## config.mk

```make
export PLATFORM = sky130hd
export DESIGN_NAME = stage_ctrl
export DESIGN_NICKNAME = d
export VERILOG_FILES = /design/src/rtl/stage_ctrl_pkg.sv /design/src/rtl/stage_ctrl_op_classify.sv /design/src/rtl/stage_ctrl.sv
export SDC_FILE = /design/constraint.sdc
export NUM_CORES = 1
export LEC_CHECK = 0
export CAP_MARGIN = 20
export CORE_MARGIN = 2
export CORE_UTILIZATION = 45
export CTS_CLUSTER_DIAMETER = 50
export DETAILED_ROUTE_END_ITERATION = 10
export PLACE_DENSITY = 0.82
export SLEW_MARGIN = 20
export SYNTH_ARGS = -nofsm -noshare
export SYNTH_HDL_FRONTEND = slang
export SYNTH_HIERARCHICAL = 1
export SYNTH_SLANG_ARGS = --single-unit
```

## constraint.sdc

```tcl
create_clock -name clk -period 2.9 [get_ports clk]
set_input_delay 0.87 -clock clk [delete_from_list [all_inputs] [get_ports clk]]
set_output_delay 0.87 -clock clk [all_outputs]
set_load 0.005 [all_outputs]
```

## src/rtl/stage_ctrl_pkg.sv

```systemverilog
// Shared definitions for the stage_ctrl sequencer: stage encodings, RV32I opcodes,
// opcode classes and the per-class operand-latch usage record.
package stage_ctrl_pkg;

    typedef enum logic [2:0] {
        ST_FETCH     = 3'd0,
        ST_DECODE    = 3'd1,
        ST_EXECUTE   = 3'd2,
        ST_MEMORY    = 3'd3,
        ST_WRITEBACK = 3'd4,
        ST_TRAP      = 3'd7
    } stage_t;

    localparam logic [6:0] OPCODE_MASK = 7'b111_1111;

    localparam logic [6:0] OP_ALU_R  = 7'b0110011;
    localparam logic [6:0] OP_ALU_I  = 7'b0010011;
    localparam logic [6:0] OP_LUI    = 7'b0110111;
    localparam logic [6:0] OP_AUIPC  = 7'b0010111;
    localparam logic [6:0] OP_JAL    = 7'b1101111;
    localparam logic [6:0] OP_JALR   = 7'b1100111;
    localparam logic [6:0] OP_LOAD   = 7'b0000011;
    localparam logic [6:0] OP_STORE  = 7'b0100011;
    localparam logic [6:0] OP_BRANCH = 7'b1100011;

    typedef enum logic [3:0] {
        CLS_ALU_R,
        CLS_ALU_I,
        CLS_LUI,
        CLS_AUIPC,
        CLS_JAL,
        CLS_JALR,
        CLS_LOAD,
        CLS_STORE,
        CLS_BRANCH,
        CLS_ILLEGAL
    } op_class_t;

    typedef struct packed {
        logic a;
        logic b;
        logic pass;
    } strobe_use_t;

    function automatic logic is_jump(input op_class_t cls);
        return (cls == CLS_JAL) || (cls == CLS_JALR);
    endfunction

endpackage

```

## src/rtl/stage_ctrl_op_classify.sv

```systemverilog
// op_classify: maps an instruction opcode field to its class and to the
// operand-latch strobes that class uses during DECODE.
module op_classify
    import stage_ctrl_pkg::*;
(
    input  logic [6:0]  opcode,
    output op_class_t   op_class,
    output strobe_use_t use_strobe
);

    always_comb begin
        op_class   = CLS_ILLEGAL;
        use_strobe = '0;
        case (opcode & OPCODE_MASK)
            OP_ALU_R: begin
                op_class   = CLS_ALU_R;
                use_strobe = '{a: 1'b1, b: 1'b1, pass: 1'b0};
            end
            OP_ALU_I: begin
                op_class   = CLS_ALU_I;
                use_strobe = '{a: 1'b1, b: 1'b0, pass: 1'b1};
            end
            OP_LUI: begin
                op_class   = CLS_LUI;
                use_strobe = '{a: 1'b0, b: 1'b0, pass: 1'b1};
            end
            OP_AUIPC: begin
                op_class   = CLS_AUIPC;
                use_strobe = '{a: 1'b0, b: 1'b0, pass: 1'b1};
            end
            OP_JAL: begin
                op_class   = CLS_JAL;
                use_strobe = '{a: 1'b0, b: 1'b0, pass: 1'b1};
            end
            OP_JALR: begin
                op_class   = CLS_JALR;
                use_strobe = '{a: 1'b1, b: 1'b0, pass: 1'b1};
            end
            OP_LOAD: begin
                op_class   = CLS_LOAD;
                use_strobe = '{a: 1'b1, b: 1'b0, pass: 1'b1};
            end
            OP_STORE: begin
                op_class   = CLS_STORE;
                use_strobe = '{a: 1'b1, b: 1'b1, pass: 1'b1};
            end
            OP_BRANCH: begin
                op_class   = CLS_BRANCH;
                use_strobe = '{a: 1'b1, b: 1'b1, pass: 1'b0};
            end
            default: begin
                op_class   = CLS_ILLEGAL;
                use_strobe = '0;
            end
        endcase
    end

endmodule

```

## src/rtl/stage_ctrl.sv

```systemverilog
// stage_ctrl: multi-cycle RV32I sequencer owning PC, IR, stage FSM and memory handshake.
// Build option STAGE_CTRL_ILLEGAL_TRAP_EN: illegal opcodes lock in TRAP instead of acting as NOPs.
module stage_ctrl
    import stage_ctrl_pkg::*;
#(
    parameter logic [31:0] RESET_PC = 32'h0000_0000
) (
    input  logic        clk,
    input  logic        reset,
    input  logic        halt_i,
    output logic        mem_req_o,
    output logic        mem_we_o,
    output logic [31:0] mem_addr_o,
    input  logic        mem_ack_i,
    input  logic [31:0] mem_rdata_i,
    input  logic [31:0] alu_result_i,
    input  logic        branch_taken_i,
    input  logic [31:0] branch_target_i,
    output logic [31:0] pc_o,
    output logic [31:0] ir_o,
    output logic [2:0]  stage_o,
    output logic        readin_a_o,
    output logic        readin_b_o,
    output logic        readin_pass_o,
    output logic        rf_we_o,
    output logic [4:0]  rd_o,
    output logic        trap_o
);

    stage_t      state, state_n;
    logic        req, req_n;
    logic [31:0] pc, pc_n;
    logic [31:0] ir, ir_n;
    logic [31:0] npc, npc_n;
    logic [31:0] addr, addr_n;
    op_class_t   op_class;
    strobe_use_t uses;
    logic [31:0] seq_pc;
    logic [31:0] exec_pc;
    logic        take;
    logic        ack;

    op_classify u_op_classify (
        .opcode     (ir[6:0]),
        .op_class   (op_class),
        .use_strobe (uses)
    );

    assign seq_pc  = pc + 32'd4;
    assign take    = is_jump(op_class) || ((op_class == CLS_BRANCH) && branch_taken_i);
    assign exec_pc = take ? branch_target_i : seq_pc;
    assign ack     = req && mem_ack_i;

    always_ff @(posedge clk) begin
        if (reset) begin
            state <= ST_FETCH;
            req   <= 1'b1;
            pc    <= RESET_PC;
            ir    <= '0;
            npc   <= RESET_PC;
            addr  <= '0;
        end else begin
            state <= state_n;
            req   <= req_n;
            pc    <= pc_n;
            ir    <= ir_n;
            npc   <= npc_n;
            addr  <= addr_n;
        end
    end

    // req is the registered request: it is set on the edge entering FETCH (halt_i
    // sampled there) or MEMORY, and only an ack can clear it once raised.
    always_comb begin
        state_n = state;
        req_n   = req;
        pc_n    = pc;
        ir_n    = ir;
        npc_n   = npc;
        addr_n  = addr;
        case (state)
            ST_FETCH: begin
                if (req) begin
                    if (ack) begin
                        ir_n    = mem_rdata_i;
                        req_n   = 1'b0;
                        state_n = ST_DECODE;
                    end
                end else begin
                    req_n = !halt_i;
                end
            end
            ST_DECODE: begin
                if (op_class == CLS_ILLEGAL) begin
`ifdef STAGE_CTRL_ILLEGAL_TRAP_EN
                    state_n = ST_TRAP;
`else
                    state_n = ST_FETCH;
                    pc_n    = seq_pc;
                    req_n   = !halt_i;
`endif
                end else begin
                    state_n = ST_EXECUTE;
                end
            end
            ST_EXECUTE: begin
                npc_n  = exec_pc;
                addr_n = alu_result_i;
                case (op_class)
                    CLS_LOAD, CLS_STORE: begin
                        state_n = ST_MEMORY;
                        req_n   = 1'b1;
                    end
                    CLS_BRANCH: begin
                        state_n = ST_FETCH;
                        pc_n    = exec_pc;
                        req_n   = !halt_i;
                    end
                    default: state_n = ST_WRITEBACK;
                endcase
            end
            ST_MEMORY: begin
                if (ack) begin
                    req_n = 1'b0;
                    if (op_class == CLS_STORE) begin
                        state_n = ST_FETCH;
                        pc_n    = npc;
                        req_n   = !halt_i;
                    end else begin
                        state_n = ST_WRITEBACK;
                    end
                end
            end
            ST_WRITEBACK: begin
                state_n = ST_FETCH;
                pc_n    = npc;
                req_n   = !halt_i;
            end
            ST_TRAP: begin
                state_n = ST_TRAP;
                req_n   = 1'b0;
            end
            default: begin
                state_n = ST_FETCH;
                req_n   = !halt_i;
            end
        endcase
    end

    assign mem_req_o     = req && !reset;
    assign mem_we_o      = mem_req_o && (state == ST_MEMORY) && (op_class == CLS_STORE);
    assign mem_addr_o    = (state == ST_MEMORY) ? addr : pc;
    assign pc_o          = pc;
    assign ir_o          = ir;
    assign stage_o       = state;
    assign rd_o          = ir[11:7];
    assign readin_a_o    = (state == ST_DECODE) && uses.a;
    assign readin_b_o    = (state == ST_DECODE) && uses.b;
    assign readin_pass_o = (state == ST_DECODE) && uses.pass;
    assign rf_we_o       = (state == ST_WRITEBACK) && (ir[11:7] != 5'd0);
`ifdef STAGE_CTRL_ILLEGAL_TRAP_EN
    assign trap_o        = (state == ST_TRAP);
`else
    assign trap_o        = 1'b0;
`endif

endmodule

```

==> out/results.txt <==
Clk pwr share: 45.0%
Critical path startpoint: stage_o[0]
Slowest CP cell: clkdlybuf4s50_1
Max Buffers Root-to-Sink: 2
Port bufs: 210
Final count of pins violating max slew: 0
Layout cells sized above 1: 14.48%
Internal power: 3.652 mW
Largest area contributor in the netlist: dfxtp_1
Vias in the first global route: 6648
Leak: 3.777 nW
Sequential Power Share: 40.3%
Final HPWL DP: 14860 µm
CP required: 2.03 ns
CP Capture Type: output pin
Storage cell area: 2663 µm²
Worst EP arrival: 2.00 ns
Height of the die: 126.3 µm
Switch Pwr: 1.213 mW
Initial antenna violation count: 0
Post-DR wirelength/cell: 17.33 µm
CTS tree: built
RSZ-0062 raised after global routing: true
Fmax: 0.3486 GHz
H-Tree Depth: 4
Startpoint types: register
Hold WC Path Type: reg -> reg
Total design power: 4.865 mW
Critical path depth: 4
Area growth syn-to-layout: 47.62%
Worst-path clk slew: 0.06 ns
Die area: 15960 µm²
Top FF cell, synth: dfxtp_1
Syn avg cell area: 7.785 µm²
Vias per std cell: 5.660
Final Hold Viols: 0
Pin count of the biggest net entering global routing: 82
Worst-Skew Late Latency: 0.42 ns
Final worst-path cycle share: 98.93%
Slew HR: 43.24%
Number of iterations in the first detailed-routing pass: 6
Final net count: 1180
Cell count after synthesis: 865
Outcome: finished clean
DRC: 0
Area of the multi-input gates: 3847 µm²
Comb power frac: 14.7%
Vias after detailed routing: 7217
Sequential share of the synthesized area: 39.24%
Post-synth top area share: 39.24%
Ranking of synthesized cells by area: dfxtp_1 39%, nand2_1 11%, a21oi_1 9.1%, mux2_2 5.4%, nor2_1 3.7%
Final design utilization: 68.14%
Grt total ovfl: 0
Number of cell rows: 44
HP Start: addr[7]
Setup CP Type: reg -> out
Switch share: 24.93%
Worst-Margin Slew: 0.8515 ns
WHS: 0.4509 ns
Reg-to-reg startpoint: ir_o[2]
Worst Hold Depth: 2
Worst VDD drop: 438.1 µV
Final antenna-violating net count: 0
Num ports: 212
TritonCTS Buffers: 17
Placed cell area: 9181 µm²
Drt first-iter violations: 695
Core area: 14590 µm²
Starting Density: 46.16%
FILL cells: 1122
Routed wire length: 22100 µm
Final GP Congestion: 0.8729
Critical path cell sequence: nand3b_1 -> buf_8 -> mux2_2 -> clkdlybuf4s50_1
Async SR Flop Fraction: 0%
Synth Net Count: 967
Fin area: 9941 µm²
Tot GR Track Use: 26.74%
Num Clock Sinks: 132
Number of max-cap violations: 0
Reg2Reg Depth: 10
# setup viols final: 0
Diode count: 0
CP bufs+invs: 2
Min Clock Period, post-route: 2.869 ns
Area of the mapped netlist: 6734 µm²
Die W: 126.3 µm
Hold bufs inserted after CTS: 0
First-pass GRT wire length: 34510 µm
Post-synth EDFFs: 0
Yosys warns: 6
CP Max Fanout: 13
Fin Clk Skew: 0.008053 ns
FF+latch count, synth: 132
Root Driver: clkbuf_16
Yosys cell types: 68
Family with the most delay on the worst path: buffers and inverters
Max incr delay on CP: 0.44 ns
Pwr dens: 489.4 nW/µm²
-- layer usage --
metal / global-route usage (%) / vias to the layer above / share of wire (%)
met3: 6.495 / 58 / 8.6
met2: 40.83 / 387 / 45
li1: - / 3452 / -
met5: 0 / - / 0
met1: 36.64 / 3320 / 43
met4: 10.34 / 0 / 2.9
-- synth_stat cells (all sizes together), types with 7 or more instances --
cell     count
nand2      192
dfxtp      132
a21oi      123
nor2        67
clkbuf      50
mux2        32
nor3        25
o21ai       25
buf         21
nand3       19
a311oi      18
xnor2       16
xor2        14
a21o        12
a2bb2oi      9
and2         9
nand4        9
o211ai       9
a2111oi      8
a211oi       7
inv          7
-- sequential cells by signal, indices dropped and copies added, names as in the netlist --
name	flops
addr	32
ir_o	32
npc	32
pc_o	32
req	1
stage_o	3
-- worst reg2reg max path: stages, from the launching register on --
cell	delay, ns
dfxtp_4	0.37
buf_4	0.15
nor3_2	0.14
nor4b_2	0.25
nor3_2	0.12
nor4b_2	0.39
nand2b_1	0.15
a31oi_4	0.27
o21ai_2	0.21
a2111oi_0	0.46
nor3_1	0.10
-- cells by family (layout without fill, tap and decap cells) --
logic type | after synthesis | after routing | synth area share [%]
AOI/OAI and AO/OA | 238 | 238 | 22.09
and+or+nand+nor | 353 | 353 | 24.02
other | 1 | 1 | 0.05569
DFF | 132 | 132 | 39.24
adders and majority gates | 1 | 1 | 0.1858
buffers and inverters | 78 | 304 | 5.147
xor gates and xnor gates | 30 | 30 | 3.902
muxes | 32 | 32 | 5.351
-- cell type report --
| cell class | count | area share, % |
|---|---|---|
| Clock buffer | 18 | 4.418 |
| Clock inverter | 14 | 1.624 |
| Inverter | 7 | 0.2643 |
| Multi-Input combinational cell | 655 | 38.70 |
| Sequential cell | 132 | 26.78 |
| Tap cell | 184 | 2.316 |
| Timing Repair Buffer | 265 | 25.89 |
-- power groups by stage --
| stage | Clock (mW) | Combinational, mW | Sequential [mW] |
|---|---|---|---|
| detailed placement | 0 | 0.708 | 1.99 |
| CTS | 2.21 | 0.704 | 1.96 |
| global route | 2.29 | 0.771 | 1.97 |
| floorplan | 0 | 0.296 | 1.98 |
| global placement | 0 | 0.702 | 1.99 |
| finish | 2.19 | 0.716 | 1.96 |
-- stage by stage --
step / setup WS, ns / setup TNS, ns / std cells
after floorplan: 0.2410 / 0 / 865
after global placement: -0.04171 / -0.1828 / 1235
after detailed placement: -0.2393 / -2.559 / 1235
after CTS: -0.03087 / -0.03087 / 1271
after global routing: -0.02565 / -0.08483 / 1275
final: 0.03098 / 0 / 1275
-- cells in the final DEF, fill, tap and decap left out, types with 5 or more instances in the layout --
| cell type | netlist | final |
|---|---|---|
| buf_4 | 6 | 49 |
| a211oi_1 | 7 | 7 |
| dlymetal6s2s_1 | 0 | 6 |
| buf_12 | 0 | 5 |
| dfxtp_4 | 0 | 5 |
| o211ai_1 | 9 | 9 |
| nand2_1 | 191 | 190 |
| o21ai_0 | 23 | 23 |
| nor3_1 | 24 | 21 |
| inv_1 | 7 | 7 |
| nor2_1 | 67 | 66 |
| clkbuf_16 | 0 | 17 |
| clkinv_2 | 0 | 6 |
| a311oi_1 | 17 | 17 |
| dlygate4sd2_1 | 0 | 18 |
| dfxtp_1 | 132 | 126 |
| and2_1 | 9 | 9 |
| nand4_1 | 7 | 7 |
| a21o_1 | 12 | 12 |
| a2bb2oi_1 | 9 | 9 |
| xnor2_1 | 16 | 16 |
| a21oi_1 | 123 | 123 |
| clkdlybuf4s50_1 | 0 | 184 |
| mux2_2 | 32 | 32 |
| nand3_1 | 19 | 19 |
| xor2_1 | 14 | 14 |
-- path summary, 6_finish.rpt --
| kind | endpoint | slack (ns) |
|---|---|---|
| setup / recovery | mem_addr_o[3] | 0.03 |
| hold / removal | addr[7] | 0.45 |
| setup reg to reg | pc_o[8] | 0.14 |
| hold reg to reg | addr[7] | 0.45 |
-- repair_timing --
item / in CTS / in global routing
resized for setup: 34 / 25
setup buffers: 3 / 5
pin swaps: 1 / 4
gates cloned: 1 / 0
endpoints found under the setup margin: 65 / 43
Power figures use the tool's default switching activity.
